$ cat src/rtl/par_ar_arbiter.sv
// Read-address arbiter: round-robin grant of the shared AR channel, then holds
// the route until the R burst ends on RLAST, flagging burst-length violations.
module par_ar_arbiter #(
  parameter int MasterCount = 2
) (
  input  logic                     ACLK,
  input  logic                     ARESETn,
  input  logic [MasterCount-1:0]   ARVALID_MS,
  input  logic [MasterCount*4-1:0] ARLEN_MS,
  input  logic                     ARREADY,
  input  logic                     RVALID,
  input  logic                     RREADY,
  input  logic                     RLAST,
  output logic [MasterCount-1:0]   ARsel_Master,
  output logic [1:0]               state,
  output logic [MasterCount-1:0]   ARREADY_MS,
  output logic [MasterCount-1:0]   Rsel_Master,
  output logic                     rlast_err
);

  localparam int IW = (MasterCount > 1) ? $clog2(MasterCount) : 1;

  localparam logic [1:0] IDLE    = 2'd0;
  localparam logic [1:0] ARTRANS = 2'd1;
  localparam logic [1:0] RTRANS  = 2'd2;

  logic [1:0]             state_r;
  logic [1:0]             state_nxt_s;
  logic [IW-1:0]          ptr_r;
  logic [IW-1:0]          grant_idx_r;
  logic [MasterCount-1:0] grant_r;
  logic [3:0]             len_r;
  logic [3:0]             count_r;
  logic                   err_r;

  logic [IW-1:0]          grant_idx_s;
  logic [MasterCount-1:0] grant_s;
  logic                   any_req_s;
  logic [IW-1:0]          cand_s;
  logic                   hit_s;
  logic                   beat_s;

  // Index base+offset wrapped into 0..MasterCount-1 (offset < MasterCount).
  function automatic logic [IW-1:0] rr_index(input logic [IW-1:0] base, input int offset);
    int sum;
    sum = int'(base) + offset;
    if (sum >= MasterCount) begin
      sum = sum - MasterCount;
    end else begin
      sum = sum;
    end
    return sum[IW-1:0];
  endfunction

  assign beat_s    = RVALID & RREADY;
  assign state     = state_r;
  assign rlast_err = err_r;

  // Round-robin search from ptr_r: first requesting master wins.
  always_comb begin
    grant_s     = {MasterCount{1'b0}};
    grant_idx_s = {IW{1'b0}};
    any_req_s   = 1'b0;
    cand_s      = {IW{1'b0}};
    hit_s       = 1'b0;
    for (int i = 0; i < MasterCount; i++) begin
      cand_s          = rr_index(ptr_r, i);
      hit_s           = !any_req_s && ARVALID_MS[cand_s];
      grant_idx_s     = hit_s ? cand_s : grant_idx_s;
      grant_s[cand_s] = grant_s[cand_s] | hit_s;
      any_req_s       = any_req_s | hit_s;
    end
  end

  // FSM state register.
  always_ff @(posedge ACLK or negedge ARESETn) begin
    if (!ARESETn) begin
      state_r <= IDLE;
    end else begin
      state_r <= state_nxt_s;
    end
  end

  // FSM next-state logic; IDLE never re-grants on the cycle a burst ends.
  always_comb begin
    state_nxt_s = IDLE;
    case (state_r)
      IDLE: begin
        if (any_req_s) begin
          state_nxt_s = ARREADY ? RTRANS : ARTRANS;
        end else begin
          state_nxt_s = IDLE;
        end
      end
      ARTRANS: state_nxt_s = ARREADY ? RTRANS : ARTRANS;
      RTRANS: begin
        if (beat_s && RLAST) begin
          state_nxt_s = IDLE;
        end else begin
          state_nxt_s = RTRANS;
        end
      end
      default: state_nxt_s = IDLE;
    endcase
  end

  // FSM outputs; the IDLE grant stays combinational so it is live during reset.
  always_comb begin
    ARsel_Master = {MasterCount{1'b0}};
    ARREADY_MS   = {MasterCount{1'b0}};
    Rsel_Master  = {MasterCount{1'b0}};
    case (state_r)
      IDLE: begin
        ARsel_Master = grant_s;
        ARREADY_MS   = (ARREADY && ARESETn) ? grant_s : {MasterCount{1'b0}};
      end
      ARTRANS: begin
        ARsel_Master = grant_r;
        ARREADY_MS   = ARREADY ? grant_r : {MasterCount{1'b0}};
      end
      RTRANS: begin
        ARsel_Master = grant_r;
        Rsel_Master  = grant_r;
      end
      default: begin
        ARsel_Master = {MasterCount{1'b0}};
      end
    endcase
  end

  // Grant capture, beat counting, pointer advance and sticky length error.
  always_ff @(posedge ACLK or negedge ARESETn) begin
    if (!ARESETn) begin
      grant_r     <= {MasterCount{1'b0}};
      grant_idx_r <= {IW{1'b0}};
      ptr_r       <= {IW{1'b0}};
      len_r       <= 4'd0;
      count_r     <= 4'd0;
      err_r       <= 1'b0;
    end else begin
      case (state_r)
        IDLE: begin
          if (any_req_s) begin
            grant_r     <= grant_s;
            grant_idx_r <= grant_idx_s;
            len_r       <= ARLEN_MS[{grant_idx_s, 2'b00} +: 4];
            count_r     <= 4'd0;
          end
        end
        RTRANS: begin
          if (beat_s) begin
            if (RLAST) begin
              count_r <= 4'd0;
              ptr_r   <= rr_index(grant_idx_r, 1);
              if (count_r != len_r) begin
                err_r <= 1'b1;
              end
            end else if (count_r == len_r) begin
              // Overrun: hold the count and keep waiting for RLAST.
              err_r <= 1'b1;
            end else begin
              count_r <= count_r + 4'd1;
            end
          end
        end
        default: begin
          count_r <= count_r;
        end
      endcase
    end
  end

endmodule

$ cat config.mk
export PLATFORM = sky130hd
export DESIGN_NAME = par_ar_arbiter
export DESIGN_NICKNAME = d
export VERILOG_FILES = /design/src/rtl/par_ar_arbiter.sv
export SDC_FILE = /design/constraint.sdc
export NUM_CORES = 1
export LEC_CHECK = 0
export ABC_AREA = 1
export CAP_MARGIN = 0
export CORE_MARGIN = 10
export CORE_UTILIZATION = 43
export CTS_CLUSTER_DIAMETER = 80
export CTS_CLUSTER_SIZE = 24
export DETAILED_ROUTE_END_ITERATION = 10
export PLACE_DENSITY_LB_ADDON = 0.12
export SLEW_MARGIN = 40
export SYNTH_ARGS = -nofsm -noshare
export SYNTH_HDL_FRONTEND = slang
export SYNTH_SLANG_ARGS = --single-unit
$ cat constraint.sdc
create_clock -name ACLK -period 1.2 [get_ports ACLK]
set_input_delay 0.18 -clock ACLK [delete_from_list [all_inputs] [get_ports ACLK]]
set_output_delay 0.18 -clock ACLK [all_outputs]
set_load 0.05 [all_outputs]
After elaboration in Yosys (flattened, before gate mapping)
Cells that the tools add are included.
{"block": "classes", "add_sub_neg": 6, "multipliers": 0, "div_mod_pow": 0, "magnitude_cmp": 7, "eq_ne": 8, "n_shift": 1, "n_mux": 34, "n_bitwise": 5, "n_reduce_logical": 14}
{"operator": "$mux W1", "count": 17}
{"operator": "$mux W4", "count": 4}
{"operator": "$mux W2", "count": 6}
{"operator": "$pmux W2 S2", "count": 2}
{"operator": "$pmux W4 S2", "count": 1}
{"operator": "$reduce_and A4 Y1", "count": 2}
{"operator": "$shiftx A8 B4 Y4", "count": 1}
{"operator": "$pmux W2 S3", "count": 1}
{"operator": "$logic_and A1 B1 Y1", "count": 5}
{"operator": "$add A1 B1 Y2 const B", "count": 2}
{"operator": "$add A4 B1 Y4 const B", "count": 1}
{"operator": "$eq A4 B4 Y1", "count": 1}
{"operator": "$ge A2 B2 Y1 const B", "count": 2}
{"operator": "$lt A1 B2 Y1 const B", "count": 2}
{"operator": "$ne A2 B2 Y1 const B", "count": 2}
{"operator": "$ne A4 B4 Y1", "count": 1}
{"operator": "$reduce_bool A2 Y1", "count": 2}
{"operator": "$ne A3 B3 Y1 const B", "count": 1}
{"operator": "$or A1 B1 Y1", "count": 3}
{"operator": "$reduce_and A3 Y1", "count": 1}
{"operator": "$sub A1 B1 Y1 const B", "count": 3}
{"operator": "$and A2 B2 Y2", "count": 1}
{"operator": "$bwmux W2", "count": 1}
{"operator": "$demux W1 S1", "count": 2}
{"operator": "other kinds (10)", "count": 11}
{"block": "totals", "regBits": 15, "latchBits": 0, "ramBits": 0, "romBits": 0, "input_bits": 16, "out_inout_bits": 9, "word_cells": 82, "n_memories": 0}

Longest topological paths before layout
{"block": "depth", "word_depth": 13, "mapped_depth": 10, "depth_no_buf": 9}

Least setup slack after synthesis
Ideal clock, no wire load.
{"block": "synth_path", "kind": "flip-flop to output port", "start": "reg state_r[0] (netlist: state[0])", "end": "out ARsel_Master[0]", "t_arrival_ns": 1.905, "required_time_ns": 1.020, "setup_slack_ns": -0.885, "path_stages_with_launch": 5, "n_path_buf": 0, "cell_sequence": "dfrtp_1 > inv_1 > ha_1 > nand2_1 > a21oi_1"}
{"block": "synth_via", "elab_chain_len": 3, "word_cells_on_any_way": 5, "classes_between": "eq/ne: 2; mux: 1; reduce/logical: 2"}
{"item": "from (decl)", "line": "27", "source": "logic [1:0] state_r;"}
{"item": "from (signal assigned)", "line": "80", "source": "state_r <= state_nxt_s;"}
{"item": "$eq A2 B2 Y1 / $eq A2 B1 Y1 (equally long branches)", "line": "112", "source": "case (state_r)"}
{"item": "$reduce_or A2 Y1 (no source line)"}
{"item": "$pmux W2 S2 *", "line": "112"}
{"item": "to (decl)", "line": "14", "source": "output logic [MasterCount-1:0] ARsel_Master,"}
Mark *: on every way between the ends. The rest lies on a longest branch, timed or not.

Final worst setup path
Same ends and word-level chain as after synthesis.

==> impl_results.md <==
* Pwr/cell area at approximately 2600 mW/mm²
* Post-placement cell area at between 0.0015 and 0.002 mm²
* Max incr delay on CP at 0.45 ns
* Status: finished, violations left
* Post-Syn Instances at 120
* Final Critical Period at 1.727 ns
* Final max-slew violation count at 0
* Total of max-cap violations at 0
* Synth top area share at 0.3942
* Inserted Diodes at 0
* WP data required at approximately 1.0 ns
* Cell taking the most area after synthesis: dfrtp_1
* Largest net degree at the start of global routing at 16
* WP data arrival at between 1.5 and 2 ns
* VDD IR-drop max at between 2 and 2.5 mV
* CP startpoint kind: flip-flop
* Die footprint at 0.004496 mm²
* Most frequent cells in the layout: 23 x nand2_1, 23 x buf_4, 15 x clkdlybuf4s50_1
* Endpoints failing setup at 23
* Chip Width at 67.06 µm
* WL per Instance at 16.13 µm
* Global-route wire length before repair at between 4000 and 5000 µm
* Busiest grt layer: met2
* Crit end category: output port
* Final Hold Fails at 0
* I/O pins at 25
* Layout Nets at ~200
* Layout cell share with drive strength beyond 1 at 0.4586
* Reg area at 377.9 µm²
* Design area at 0.001775 mm²
* Grt met1 use at 0.1465
* Root buffer cell: clkbuf_4
* Drt first pass iters at 4
* HP Class: in2async
* Reg clk slew, reported paths at around 0.10 ns
* Setup TNS at -6.795 ns
* Worst hold slack at 0.2592 ns
* Critical path type: reg2out
* Failing checks: negative setup slack
* Worst path cell trace: inv_4 -> ha_4 -> buf_4 -> nand3_4 -> a21oi_4 -> buf_12
* GRT met2 Usage at 0.2595
* Max_slew headroom at 0.8447
* RSZ-0062 raised after global routing: yes
* Vias/cell at 5.226
* Worst slew pin tran at 0.2305 ns
* Port bufs at 24
* Syn Std Cell Area at 952.2 µm²
* DRC viols at 0
* Total GRT Usage at 0.1417
* CP Max Fanout at 3
* Area grow syn2layout at 86.46%
* Overflow after GRT at 0
* Leak Pwr at 0.8210 nW
* Yosys warning count at 0
* Starting Density at 0.4663
* Final period utilization at 1.439
* Worst-Skew Late Latency at 0.30 ns
* Routed Antenna Nets at 0
* Fillers at 105
* Initial antenna violation count at 0
* Net Count, Synth at between 100 and 150
* CP max stage cell: dfrtp_2
* Die Ht at about 67 µm
* Yosys reg bits at 15
* WL final at approximately 3400 µm
* Multi-input logic area at ~640 µm²
* Met3 Use GR at 0.05184
* Register area share after synthesis at 0.3942
* Netlist cell types at 26
* Bufs and invs on worst path at 3
* Final WS setup at -0.5268 ns
* CTS Buf Count at 3
* Core Region at around 0.002 mm²
* Max Fclk at 579.1 MHz
* Vias in the first global route at 1149
* CTS H-tree lvls at 1
* FP Rows at 16
* RD Place Congestion at 0.7666
* Synth top area cells: dfrtp_1 39%, nand2_1 12%, ha_1 7.9%, inv_1 7.1%, o21ai_0 3.7%
* Crit path max-delay family: flip-flops
* # clock sinks at 15
* Via count at 1087
* CTS tree: done
* Pre-CTS setup slack at -0.3634 ns
* Buffer levels on the longest clock path at 2
* Setup Skew at 0.01279 ns
* Number of DRC markers in iteration 0 at 50
* HPWL Detailed at 2310 µm
* Avg Synthesized Cell Area at 7.935 µm²
-- path summary, 6_finish.rpt --
check | start | depth (start not counted) | slack [ns] | end
worst max-delay path | state[0] | 6 | -0.53 | ARsel_Master[0]
worst max register to register | state[1] | 10 | -0.38 | count_r[2]
worst min-delay path | ARESETn | 2 | 0.26 | state[1]
min in group ACLK | grant_idx_r | 1 | 0.50 | ptr_r
max in group asynchronous | ARESETn | 2 | 0.74 | len_r[0]
worst min register to register | grant_idx_r | 1 | 0.50 | ptr_r
-- worst register-to-register path: cells and delay by family, from the launching register on --
| kind | cells | cell delay, ns |
|---|---|---|
| fa+ha+maj | 1 | 0.16 |
| flops | 1 | 0.44 |
| buf+inv | 4 | 0.44 |
| compound gates | 1 | 0.08 |
| simple gates | 4 | 0.35 |
-- through the flow --
stage / utilization / total power, mW / cells
floorplan: - / 2.413 / 120
global placement: 0.7678 / 3.468 / 195
detailed placement: 0.7678 / 3.599 / 195
CTS: 0.8290 / 4.192 / 204
global route: 0.8695 / 4.756 / 208
finish: 0.8695 / 4.536 / 208
-- metal layers --
| metal | vias to the layer above | share of wire |
|---|---|---|
| met2 | 42 | 0.50 |
| li1 | 514 | - |
| met3 | 12 | 0.064 |
| met4 | 0 | 0.025 |
| met5 | - | 0 |
| met1 | 519 | 0.41 |
-- kinds of logic (layout without fill, tap and decap cells) --
| group | Yosys count | count (layout) | share of synthesized area |
|---|---|---|---|
| compound gates | 23 | 23 | 0.1445 |
| fa+ha+maj | 6 | 6 | 0.07884 |
| flops | 15 | 15 | 0.3942 |
| buf+inv | 20 | 81 | 0.08672 |
| xor+xnor | 4 | 4 | 0.03680 |
| simple gates | 52 | 52 | 0.2589 |
-- flip-flops by register name, indices dropped and copies added, names as in the netlist --
name / cells
len_r: 4
state: 2
grant_r: 2
ptr_r: 1
rlast_err: 1
grant_idx_r: 1
count_r: 4
-- cell usage after synthesis --
| cell type | instances |
|---|---|
| o21bai_1 | 1 |
| a21oi_1 | 3 |
| dfrtp_1 | 15 |
| nand2_1 | 30 |
| nor2_1 | 6 |
| o21ai_0 | 7 |
| o21ai_1 | 7 |
| nor2_2 | 1 |
| o21ai_2 | 1 |
| nand3_4 | 1 |
| or2_2 | 1 |
| o22ai_1 | 2 |
| nand4_1 | 2 |
| ha_1 | 6 |
| nand3_2 | 1 |
| buf_6 | 1 |
| inv_1 | 18 |
| xor2_1 | 2 |
| o21ai_4 | 1 |
| nand2_2 | 2 |
| inv_2 | 1 |
| nand3_1 | 6 |
| o211ai_1 | 1 |
| xnor2_1 | 2 |
| nor2_4 | 1 |
| nor3_1 | 1 |
-- power by group --
part           total [mW]  leakage (nW)  internal (mW)  switching, mW
combinational        3.32         0.622           1.59           1.73
clock               0.311        0.0150          0.129          0.182
sequential          0.907         0.184          0.713          0.195
-- layout make-up --
type / instances / share of cell area
inverter: 19 / 0.04722
tap: 27 / 0.01903
sequential: 15 / 0.2128
timing repair inverter: 1 / 0.004228
multi-input combinational: 85 / 0.3601
clock buffer: 4 / 0.01480
timing repair buffer: 57 / 0.3418
-- repair_timing --
action / in CTS / in global routing
setup endpoints to repair: 23 / 23
gates resized for setup: 16 / 16
pin swaps: 10 / 5
hold buffers: 0 / 0
setup buffers: 5 / 5
gates cloned: 1 / 0
No activity file was read; power rests on OpenSTA's default activity.
